File: src/rtl/peripheral_power_sequencer.sv
// peripheral_power_sequencer
//   Schedules power-up and power-down of NUM_PERIPH peripheral routes. Only one
//   route may be in transition at a time. The single transition slot is granted
//   round-robin, starting from the channel after the one that last finished.
//
// Ports
//   clock             in   block clock
//   async_resetn      in   asynchronous, active-low reset
//   client_req        in   per-client level request (1 = want on, 0 = want off)
//   client_ack        out  per-client registered state (1 = route fully on)
//   route_enable_req  out  registered enable to each route's enable_req
//   route_enable_ack  in   each route's enable_ack (1 = all stages ready, 0 = silent)
//   busy              out  registered; 1 while the transition slot is held
//   fault             out  sticky per-route timeout flag
//
// Optional feature: define PERIPH_SEQ_TIMEOUT_EN to add the transition timeout.
//   A transition that runs TIMEOUT_CYCLES busy cycles without completing moves
//   its channel to FAULT. Without the macro, fault is tied to 0 and a
//   transition waits indefinitely.
module peripheral_power_sequencer #(
    parameter int unsigned NUM_PERIPH     = 4,
    parameter int unsigned TIMEOUT_CYCLES = 1024,
    parameter int unsigned TMO_W          = 11
) (
    input  logic                  clock,
    input  logic                  async_resetn,
    input  logic [NUM_PERIPH-1:0] client_req,
    output logic [NUM_PERIPH-1:0] client_ack,
    output logic [NUM_PERIPH-1:0] route_enable_req,
    input  logic [NUM_PERIPH-1:0] route_enable_ack,
    output logic                  busy,
    output logic [NUM_PERIPH-1:0] fault
);

    localparam int unsigned PTR_W = (NUM_PERIPH > 1) ? $clog2(NUM_PERIPH) : 1;

    typedef enum logic [2:0] {
        CH_OFF,
        CH_UP,
        CH_ON,
        CH_DOWN,
        CH_FAULT
    } ch_state_e;

    ch_state_e             state_q [NUM_PERIPH];
    ch_state_e             state_d [NUM_PERIPH];
    logic [NUM_PERIPH-1:0] ack_q, ack_d;
    logic [NUM_PERIPH-1:0] req_q, req_d;
    logic                  busy_q, busy_d;
    logic [PTR_W-1:0]      ptr_q, ptr_d;
    logic [PTR_W-1:0]      act_q, act_d;     // channel currently holding the slot

    logic [NUM_PERIPH-1:0] pending;
    logic                  grant_vld;
    logic [PTR_W-1:0]      grant_idx;
    logic [PTR_W-1:0]      ptr_after_act;
    logic                  act_done;

`ifdef PERIPH_SEQ_TIMEOUT_EN
    logic [NUM_PERIPH-1:0] fault_q, fault_d;
    logic [TMO_W-1:0]      cnt_q, cnt_d;
`else
    localparam int unsigned unused_tmo_cfg = TIMEOUT_CYCLES + TMO_W;
`endif

    // A channel wants service when its client asks for the opposite of its
    // settled state. Channels that are in transition or in FAULT never qualify.
    always_comb begin
        pending = '0;
        for (int unsigned i = 0; i < NUM_PERIPH; i++) begin
            pending[i] = ((state_q[i] == CH_OFF) &&  client_req[i]) ||
                         ((state_q[i] == CH_ON)  && !client_req[i]);
        end
    end

    // First pending channel, scanning from ptr_q upward with wrap.
    always_comb begin
        int unsigned      idx;
        logic [PTR_W-1:0] cand;
        grant_vld = 1'b0;
        grant_idx = '0;
        idx       = 0;
        cand      = '0;
        for (int unsigned k = 0; k < NUM_PERIPH; k++) begin
            idx = 32'(ptr_q) + k;
            if (idx >= NUM_PERIPH) begin
                idx = idx - NUM_PERIPH;
            end
            cand = PTR_W'(idx);
            if (!grant_vld && pending[cand]) begin
                grant_vld = 1'b1;
                grant_idx = cand;
            end
        end
    end

    assign ptr_after_act = (act_q == PTR_W'(NUM_PERIPH - 1)) ? '0 : act_q + PTR_W'(1);

    assign act_done = ((state_q[act_q] == CH_UP)   &&  route_enable_ack[act_q]) ||
                      ((state_q[act_q] == CH_DOWN) && !route_enable_ack[act_q]);

    always_comb begin
        state_d = state_q;
        ack_d   = ack_q;
        req_d   = req_q;
        busy_d  = busy_q;
        ptr_d   = ptr_q;
        act_d   = act_q;
`ifdef PERIPH_SEQ_TIMEOUT_EN
        fault_d = fault_q;
        cnt_d   = cnt_q;
`endif
        if (!busy_q) begin
            if (grant_vld) begin
                busy_d             = 1'b1;
                act_d              = grant_idx;
                req_d[grant_idx]   = ~req_q[grant_idx];
                state_d[grant_idx] = (state_q[grant_idx] == CH_OFF) ? CH_UP : CH_DOWN;
`ifdef PERIPH_SEQ_TIMEOUT_EN
                cnt_d              = '0;
`endif
            end
        end else if (act_done) begin
            // The completion edge only releases the slot; arbitration resumes
            // on the following edge, which gives the idle cycle between grants.
            state_d[act_q] = (state_q[act_q] == CH_UP) ? CH_ON : CH_OFF;
            ack_d[act_q]   = (state_q[act_q] == CH_UP);
            busy_d         = 1'b0;
            ptr_d          = ptr_after_act;
        end
`ifdef PERIPH_SEQ_TIMEOUT_EN
        // The counter reads k-1 on the k-th busy edge after the grant. It
        // therefore faults on the edge where it would reach TIMEOUT_CYCLES.
        else if (cnt_q == TMO_W'(TIMEOUT_CYCLES - 1)) begin
            fault_d[act_q] = 1'b1;
            req_d[act_q]   = 1'b0;
            ack_d[act_q]   = 1'b0;
            state_d[act_q] = CH_FAULT;
            busy_d         = 1'b0;
            ptr_d          = ptr_after_act;
        end else begin
            cnt_d = cnt_q + TMO_W'(1);
        end

        for (int unsigned i = 0; i < NUM_PERIPH; i++) begin
            if ((state_q[i] == CH_FAULT) && !client_req[i] && !route_enable_ack[i]) begin
                state_d[i] = CH_OFF;
                fault_d[i] = 1'b0;
            end
        end
`endif
    end

    always_ff @(posedge clock or negedge async_resetn) begin
        if (!async_resetn) begin
            for (int unsigned i = 0; i < NUM_PERIPH; i++) begin
                state_q[i] <= CH_OFF;
            end
            ack_q   <= '0;
            req_q   <= '0;
            busy_q  <= 1'b0;
            ptr_q   <= '0;
            act_q   <= '0;
`ifdef PERIPH_SEQ_TIMEOUT_EN
            fault_q <= '0;
            cnt_q   <= '0;
`endif
        end else begin
            state_q <= state_d;
            ack_q   <= ack_d;
            req_q   <= req_d;
            busy_q  <= busy_d;
            ptr_q   <= ptr_d;
            act_q   <= act_d;
`ifdef PERIPH_SEQ_TIMEOUT_EN
            fault_q <= fault_d;
            cnt_q   <= cnt_d;
`endif
        end
    end

    assign client_ack       = ack_q;
    assign route_enable_req = req_q;
    assign busy             = busy_q;
`ifdef PERIPH_SEQ_TIMEOUT_EN
    assign fault            = fault_q;
`else
    assign fault            = '0;
`endif

endmodule

File: config.mk
export PLATFORM = sky130hd
export DESIGN_NAME = peripheral_power_sequencer
export DESIGN_NICKNAME = d
export VERILOG_FILES = /design/src/rtl/peripheral_power_sequencer.sv
export SDC_FILE = /design/constraint.sdc
export NUM_CORES = 1
export LEC_CHECK = 0
export ABC_AREA = 1
export BUFFER_PORTS_ARGS = -buffer_cell sky130_fd_sc_hd__buf_2
export CAP_MARGIN = 30
export CORE_ASPECT_RATIO = 0.9
export CORE_MARGIN = 1
export CORE_UTILIZATION = 49
export DETAILED_ROUTE_END_ITERATION = 10
export GPL_TIMING_DRIVEN = 0
export PLACE_DENSITY = 0.71
export SETUP_SLACK_MARGIN = 0.15
export SLEW_MARGIN = 10
export SYNTH_ARGS = -nofsm -noshare
export SYNTH_HDL_FRONTEND = slang
export SYNTH_SLANG_ARGS = --single-unit
File: constraint.sdc
create_clock -name clock -period 5.3 [get_ports clock]
set_clock_uncertainty 0.2 [all_clocks]
set_input_delay 0.795 -clock clock [delete_from_list [all_inputs] [get_ports clock]]
set_output_delay 0.795 -clock clock [all_outputs]
set_load 0.01 [all_outputs]
==> impl_metrics.toml <==
[floorplan]
num_io_pins = 23
die_w_microns = 62.1
die_area_sq_um = 3480
coreArea_sq_um = 3070
start_util_pct = 51.9
die_y_microns = 56.0
num_rows = 19

[hold_path]
min_path_type = "input port to async pin"

[sta]
drv_slew = 0
period_minus_slack_ns = 2.26
rsz0062_at_grt = "no"
hold_viol = 0
setup_ws_ns = 3.04
tns_ns = 0
finalCritPeriodShare_pct = 42.6
setup_viol = 0
fmax_ghz = 0.443

[cts]
clk_path_buf_depth = 2
cts_sinks = 21
cts_setup_buffers = 0
clock_latency_ns = 0.32
postCtsHoldBufs = 0
cts_max_level = 1
clk_pin_slew_worst_paths_ns = 0.12
cts-root-buf = "clkbuf_4"
numCtsBuffers = 3
cts_tree = "yes"
ctsResizeCount = 0

[detailed_routing]
first_pass_iters = 4
first_iter_violations = 101
viasPerCell = 4.97
wl_per_cell_microns = 12.3
drtAntennaViolNets = 0
dr_wl_met3_microns = 89
routed_wl_microns = 3720
m1WireLength_microns = 1880
drc = 0
vias = 1506
dr_wl_met2_microns = 1710
top_layer = "met4"

[worst_setup_path]
cp_slowest_cell = "dfrtp_1"
crit_chain = "buf_4 -> inv_2 -> nand4_1 -> nand2_1 -> nor2_1 -> a21oi_1 -> nor2_4 -> nor2_4 -> inv_1 -> nor2_2 -> nand2_2 -> nand3_1 -> nand2_1"
crit_type = "flop to flop"
crit_required_ns = 5.32
end_kind = "flop"
worst_setup_path_start_kind = "flop"
critPathMaxFanout = 9
r2r.worst_path.cells = 13
slowest_delay_ns = 0.38
r2r_setup_slack_ns = 3.04
cp.arrival_ns = 2.28
crit_family = "simple AND/OR/NAND/NOR gates"
rr_endpoint = "state_q[10]"
cp_num_buf_inv = 3
reg2reg_from = "ptr_q[0]"

[synthesis]
synth_top_family_by_area = "simple AND/OR/NAND/NOR gates"
syn_area_per_cell_sq_um = 6.74
synth-simple-area-share_pct = 41.6
ys_seq_elements = 21
ys_seq_area_share_pct = 33.0
synth_xor_area_share_pct = 1.02
yosysUniqueCellTypes = 23
synth-adder-area-share_pct = 3.15
muxShareOfSynthArea_pct = 0
syn_area_sq_um = 1590
yosys_warnings = 0
syn_inst = 236
synth_compound_area_share_pct = 9.44

[placed_design]
dpl.hpwl_microns = 2890
place_ws_ns = 2.73
portBuffers = 18
placedCellCount = 299
gp_congestion = 0.888

[cells_and_area]
fin_cells = 303
area_growth_pct = 11.4
nNetsFinal = 276
final_cell_mix = "74 x nand2_1, 30 x inv_1, 21 x dfrtp_1"
final_common_cell = "nand2_1"
fin_util_pct = 57.8
antennaDiodeCount = 0
fill_cells = 323
final_layout_size_suffix_gt1_share_pct = 21.1

[global_routing]
overflow = 0
antenna_found_initial = 0
grt_usage_pct = 23.5
grt_first_pass_wirelength_microns = 6040
grt_max_degree = 22
grt_pass1_vias = 1339

[run]
max_cap_viol_count = 0

[outcome]
status = "completed"
==> layout make-up <==
| cell class | instances | area [sq um] | area share [%] |
|---|---|---|---|
| multi-input cells | 175 | 893 | 50.4 |
| flip-flops and latches | 21 | 526 | 29.7 |
| inverters | 36 | 135 | 7.63 |
| repair buffers | 18 | 90.1 | 5.08 |
| well taps | 42 | 52.6 | 2.97 |
| plain buffers | 7 | 47.5 | 2.68 |
| clock buffers | 3 | 22.5 | 1.27 |
| clock inverters | 1 | 5.00 | 0.282 |
==> flip-flops by register name (all words and copies together) (netlist names) <==
register,count
state_q,8
client_ack,4
route_enable_req,4
act_q,2
ptr_q,2
busy,1
==> stage by stage <==
step	area [sq um]	hold slack (ns)
2_1_floorplan	1600	0.258
3_3_place_gp	1740	0.268
3_5_place_dp	1740	0.284
4_1_cts	1770	0.244
5_1_grt	1770	0.250
6_report	1770	0.210
==> cells by family (layout without fill, tap and decap cells) <==
group | count (synthesis) | after routing
and+or+nand+nor | 137 | 137
buffers and inverters | 43 | 65
AOI/OAI and AO/OA | 29 | 29
DFF | 21 | 21
adders and majority gates | 4 | 4
other | 1 | 4
xor gates and xnor gates | 1 | 1
==> layer usage <==
layer	track usage, %	vias to the layer above
li1	-	796
met1	34.6	685
met2	36.8	19
met3	3.49	6
met4	3.81	0
met5	0	-
==> synthesized netlist by cell type, drive strengths merged <==
cell type  number  share of area, %
conb            1              0.24
o21ai          17               5.4
nor2           19               6.2
buf             7               3.0
nand2          84                22
o22ai           2              0.79
xor2            1               1.0
a21oi           9               2.8
nand3b          2              0.94
dfrtp          21                33
o31ai           1              0.47
nand4          13               5.5
inv            36               8.5
ha              4               3.1
nand3          19               6.9
==> worst reg2reg max path, stage by stage, from the launching register on <==
cell,delay [ns]
dfrtp_1,0.38
buf_4,0.17
inv_2,0.13
nand4_1,0.17
nand2_1,0.11
nor2_1,0.04
a21oi_1,0.22
nor2_4,0.08
nor2_4,0.16
inv_1,0.11
nor2_2,0.13
nand2_2,0.11
nand3_1,0.08
nand2_1,0.06
==> worst max-delay path by stage <==
stage	from	to	slack (ns)	cells past startpoint
after floorplan	client_req[0]	state_q[4]	3.10	15
after CTS	ptr_q[0]	state_q[10]	3.02	13
final	ptr_q[0]	state_q[10]	3.04	13
after global routing	client_req[2]	state_q[4]	2.81	16
after global placement	client_req[2]	state_q[4]	2.78	15
after detailed placement	client_req[1]	state_q[10]	2.73	13
Power is not shown: default switching activity piles up to over one toggle a cycle in this logic, so the estimate is an artifact.
